==> config.mk <==
export PLATFORM = sky130hd
export DESIGN_NAME = serial_frame_deserializer
export DESIGN_NICKNAME = d
export VERILOG_FILES = /design/src/rtl/serial_frame_deserializer_pkg.sv /design/src/rtl/serial_frame_deserializer_out_stage.sv /design/src/rtl/serial_frame_deserializer.sv
export SDC_FILE = /design/constraint.sdc
export NUM_CORES = 1
export LEC_CHECK = 0
export ABC_AREA = 1
export CAP_MARGIN = 20
export CORE_MARGIN = 2
export CORE_UTILIZATION = 55
export DETAILED_ROUTE_END_ITERATION = 10
export PLACE_DENSITY = 0.76
export SYNTH_ARGS = -nofsm -noshare
export SYNTH_HDL_FRONTEND = slang
export SYNTH_SLANG_ARGS = --single-unit
export TNS_END_PERCENT = 30
==> constraint.sdc <==
create_clock -name clock -period 2.6 [get_ports clock]
set_input_delay 0.39 -clock clock [delete_from_list [all_inputs] [get_ports clock]]
set_output_delay 0.39 -clock clock [all_outputs]
set_load 0.02 [all_outputs]
==> src/rtl/serial_frame_deserializer_pkg.sv <==
// Shared types and defaults for the serial frame deserializer.
package serial_frame_deserializer_pkg;

    // Frame-level FSM: look for sync, collect payload, check parity.
    typedef enum logic [1:0] {
        HUNT    = 2'd0,
        PAYLOAD = 2'd1,
        PARITY  = 2'd2
    } deser_state_e;

    // Default sync word, transmitted MSB first.
    localparam int unsigned      DEFAULT_SYNC_WIDTH   = 4;
    localparam logic [3:0]       DEFAULT_SYNC_PATTERN = 4'b1011;

endpackage

==> src/rtl/serial_frame_deserializer_out_stage.sv <==
// Output holding register with valid/ready handshake, overflow flag and
// a count of words loaded into the holding register.
module deser_out_stage #(
    parameter int unsigned DATA_WIDTH = 8
) (
    input  logic                  clock,
    input  logic                  reset_n,
    input  logic                  load_i,
    input  logic [DATA_WIDTH-1:0] word_i,
    input  logic                  ready_i,
    output logic [DATA_WIDTH-1:0] data_o,
    output logic                  valid_o,
    output logic                  overflow_o,
    output logic [7:0]            count_o
);

    // Handshake: a word transfers on any cycle with valid_o=1 and ready_i=1.
    // data_o never changes while valid_o=1 and ready_i=0; a word that
    // arrives then is dropped and overflow is flagged until reset.
    logic [DATA_WIDTH-1:0] data_q;
    logic                  valid_q;
    logic                  overflow_q;
    logic [7:0]            count_q;
    logic                  accept;
    logic                  can_load;

    assign accept   = valid_q & ready_i;
    assign can_load = ~valid_q | ready_i;

    // Holding register update: load, drop with overflow, or consume.
    always_ff @(posedge clock or negedge reset_n) begin
        if (!reset_n) begin
            data_q     <= '0;
            valid_q    <= 1'b0;
            overflow_q <= 1'b0;
            count_q    <= '0;
        end else begin
            if (load_i && can_load) begin
                data_q  <= word_i;
                valid_q <= 1'b1;
                count_q <= count_q + 8'd1;
            end else begin
                if (load_i) begin
                    overflow_q <= 1'b1;
                end
                if (accept) begin
                    valid_q <= 1'b0;
                end
            end
        end
    end

    assign data_o     = data_q;
    assign valid_o    = valid_q;
    assign overflow_o = overflow_q;
    assign count_o    = count_q;

endmodule

==> src/rtl/serial_frame_deserializer.sv <==
// Serial frame deserializer: hunts for a sync word, shifts in a payload MSB
// first, checks even parity and hands good words to the output stage.
module serial_frame_deserializer
    import serial_frame_deserializer_pkg::*;
#(
    parameter int unsigned                 SYNC_WIDTH   = DEFAULT_SYNC_WIDTH,
    parameter logic [SYNC_WIDTH-1:0]       SYNC_PATTERN = SYNC_WIDTH'(DEFAULT_SYNC_PATTERN),
    parameter int unsigned                 DATA_WIDTH   = 8
) (
    input  logic                  clock,
    input  logic                  reset_n,
    input  logic                  shift_in,
    input  logic                  bit_en,
    output logic [DATA_WIDTH-1:0] data_out,
    output logic                  data_valid,
    input  logic                  data_ready,
    output logic                  parity_error,
    output logic                  overflow,
    output logic [7:0]            frame_count
);

    localparam int unsigned CW = (DATA_WIDTH > 1) ? $clog2(DATA_WIDTH) : 1;

    deser_state_e          state_q;
    logic [SYNC_WIDTH-1:0] window_q;
    logic [SYNC_WIDTH-1:0] window_d;
    logic [DATA_WIDTH-1:0] payload_q;
    logic [DATA_WIDTH-1:0] payload_d;
    logic [CW-1:0]         bit_cnt_q;
    logic                  load_q;
    logic                  parity_error_q;
    logic                  parity_ok;
    logic                  last_bit;

    assign window_d  = {window_q[SYNC_WIDTH-2:0], shift_in};
    assign payload_d = {payload_q[DATA_WIDTH-2:0], shift_in};
    // Even parity over payload plus the parity bit itself.
    assign parity_ok = ~(^{payload_q, shift_in});
    assign last_bit  = (bit_cnt_q == CW'(DATA_WIDTH - 1));

    // Frame FSM with its shifters; load/parity_error are one-cycle pulses.
    // The payload register only moves in PAYLOAD, so it is still stable
    // in the cycle after the parity bit when the output stage loads it.
    always_ff @(posedge clock or negedge reset_n) begin
        if (!reset_n) begin
            state_q        <= HUNT;
            window_q       <= '0;
            payload_q      <= '0;
            bit_cnt_q      <= '0;
            load_q         <= 1'b0;
            parity_error_q <= 1'b0;
        end else begin
            load_q         <= 1'b0;
            parity_error_q <= 1'b0;
            if (bit_en) begin
                case (state_q)
                    HUNT: begin
                        window_q <= window_d;
                        if (window_d == SYNC_PATTERN) begin
                            state_q   <= PAYLOAD;
                            bit_cnt_q <= '0;
                        end
                    end
                    PAYLOAD: begin
                        payload_q <= payload_d;
                        bit_cnt_q <= bit_cnt_q + CW'(1);
                        if (last_bit) begin
                            state_q <= PARITY;
                        end
                    end
                    PARITY: begin
                        load_q         <= parity_ok;
                        parity_error_q <= ~parity_ok;
                        window_q       <= '0;
                        state_q        <= HUNT;
                    end
                    default: begin
                        window_q <= '0;
                        state_q  <= HUNT;
                    end
                endcase
            end
        end
    end

    assign parity_error = parity_error_q;

    deser_out_stage #(
        .DATA_WIDTH (DATA_WIDTH)
    ) u_out_stage (
        .clock      (clock),
        .reset_n    (reset_n),
        .load_i     (load_q),
        .word_i     (payload_q),
        .ready_i    (data_ready),
        .data_o     (data_out),
        .valid_o    (data_valid),
        .overflow_o (overflow),
        .count_o    (frame_count)
    );

endmodule

==> impl_metrics.toml <==
[run_status]
outcome = "complete, no violations"

[finish]
areaGrowthSynthToFinish_pct = 20.2
layout.nets = 230
antennaDiodeCount = 0
drive_gt1_frac = 0.166

[grt]
grt_use_met1 = 0.272
grt_pass1_wl_um = 5800
grt_max_degree = 37
use_met3 = 0.0606
grt_overflow = 0
top_usage_layer = "met2"
grt_use_met2 = 0.356
antenna_found_initial = 0
grtUsageTotal = 0.218
grt_pass1_vias = 1338

[run]
cap_violations = 0

[clocking]
post_cts_buffers = 0
cts-htree-levels = 2
tritoncts = "yes"
cts_buffers = 5
cts.sinks = 36
root_buffer = "clkbuf_4"
clk_pin_slew_ns = 0.12
clockBufferDepth = 2
cts_hold_buf = 0
cts-resized-gates = 0
clk_latency_ns = 0.35

[synthesis]
synth_seq_cells = 36
synth_nets = 201
synth.area.top_cells = "dfrtp_1, nand2_1, o21ai_2, inv_1, ha_1"
synth-edff-count = 0
synth_area_per_cell_sq_um = 8.97
synth-async-reset-ratio = 1.00
synth_top_area_frac = 0.520
synth.most_common_cell = "nand2_1"
synth-main-ff-cell = "dfrtp_1"
synth_cell_type_count = 22
synth_cells = 193
synth_largest_area_cell = "dfrtp_1"
yosysWarnings = 0
synth_common_cells = "nand2_1, dfrtp_1, inv_1, o21ai_2"
ys_seq_area_frac = 0.520
syn_area_sq_um = 1730

[floorplanning]
start_util = 0.572
die_y_um = 60.1
core_area_sq_um = 3030
die_area_sq_um = 3610
die_x_um = 60.1
num_rows = 20
io_pins = 24

[route]
detail-route-antenna-nets = 0
vias = 1350
drt-initial-drc-count = 67
drcViolationCount = 0
wirelength_um = 3190
wl_per_cell_um = 11.9
drtPass1Iterations = 4
vias_per_cell = 5.06

[sta]
maxSlewHeadroom = 0.705
period_share = 0.707
setup_viol = 0
finalHoldViolCount = 0
rsz0062_at_grt = "no"
fmax_mhz = 544
finalSetupTns_ns = 0
tightest_slew_ns = 0.443
worst_slack_ns = 0.761
clock_skew_ns = 0.0165
maxSlewViolCount = 0
period_needed_ns = 1.84

[worst_setup_path]
cp.arrival_ns = 1.45
cp-end-kind = "primary output"
cp_slowest_stage_delay_ns = 0.64
worstPathCellList = "clkdlybuf4s50_1"
cp-start-kind = "register"
r2r_end = "u_out_stage.data_o[6]"
critical_path.max_fanout = 5
crit_buf_inv = 1
worstReg2RegStart = "u_out_stage.valid_o"
crit_required_ns = 2.21
criticalPathCategory = "reg -> out"
path_delay_family = "buffers and inverters"
r2r_slack_ns = 1.35
reg2reg_depth = 4
cpMaxStageDelayCell = "clkdlybuf4s50_1"

[min_path]
holdCritPathClass = "in -> async"

[power]
power_density_nw_per_um2 = 634
ir_worst_vdd_v = 0.000479
leakage_uw = 0.00104

[placement]
gp_congestion = 0.814
io_buffers = 23
post-dp-hpwl_um = 2400
pre_cts_ws_ns = 0.888
report_power, final:
| part | switching, uW | leakage (uW) | internal, uW |
|---|---|---|---|
| combinational | 167 | 0.000545 | 105 |
| sequential | 42.4 | 0.000452 | 613 |
| clock | 193 | 0.0000412 | 200 |
sequential cells by signal (all words and copies together) (netlist names), 2 cells and up:
signal,count
u_out_stage.count_o,8
u_out_stage.data_o,8
state_q,2
window_q,3
bit_cnt_q,3
payload_q,8
logic make-up after synthesis:
family,share of synthesized area
fa+ha+maj,0.0217
buf+inv,0.0585
simple gates,0.241
xor+xnor,0.0354
flops,0.520
compound gates,0.123
worst max path at each step:
| stage | start | end | slack [ns] | depth (start not counted) |
|---|---|---|---|---|
| finish | u_out_stage.count_o[3] | frame_count[3] | 0.76 | 1 |
| global route | u_out_stage.count_o[3] | frame_count[3] | 0.72 | 1 |
| CTS | u_out_stage.count_o[3] | frame_count[3] | 0.75 | 1 |
| detailed placement | data_ready | u_out_stage.data_o[6] | 0.89 | 6 |
| global placement | data_ready | u_out_stage.data_o[3] | 0.95 | 6 |
| floorplan | u_out_stage.valid_o | u_out_stage.count_o[7] | 1.37 | 5 |
placed cells by master (no fill, tap or decap):
cell type,synthesis,final
o22ai_1,4,4
clkdlybuf4s50_1,0,23
and3_1,1,1
nor3_1,1,1
nand2_4,2,2
buf_4,0,1
clkinv_2,0,1
o21ai_2,17,17
inv_2,4,4
nor2_1,6,6
clkinvlp_4,0,1
nand4_1,2,2
xor2_1,4,4
xnor2_1,3,3
ha_1,3,3
o21ai_0,3,3
a21oi_4,1,1
nand3_1,6,6
nand2_1,76,76
bufinv_16,0,1
dfrtp_1,36,36
nor3_2,1,1
o21bai_1,1,1
nor2_4,1,1
clkbuf_4,0,5
nand2_2,2,2
inv_1,17,17
metrics by stage:
stage / area [sq um] / cells / power, uW / utilization / hold slack (ns)
after global placement: 2000 / 259 / 920 / 0.661 / 0.460
after floorplan: 1730 / 193 / 848 / - / 0.0944
after detailed placement: 2000 / 259 / 937 / 0.661 / 0.470
after global routing: 2080 / 267 / 1410 / 0.688 / 0.460
final: 2080 / 267 / 1320 / 0.688 / 0.426
after CTS: 2080 / 267 / 1330 / 0.688 / 0.444
routing by layer:
metal / part of all wire / vias up
li1: - / 671
met1: 0.45 / 638
met2: 0.47 / 30
met3: 0.050 / 11
met4: 0.029 / 0
met5: 0 / -
layout make-up:
type	instances	area [sq um]
timing repair buffer	24	238
multi-input combinational	134	729
fill	243	946
sequential	36	901
inverter	21	78.8
clock inverter	3	42.5
clock buffer	5	37.5
tap	44	55.1
Power figures use the tool's default switching activity.
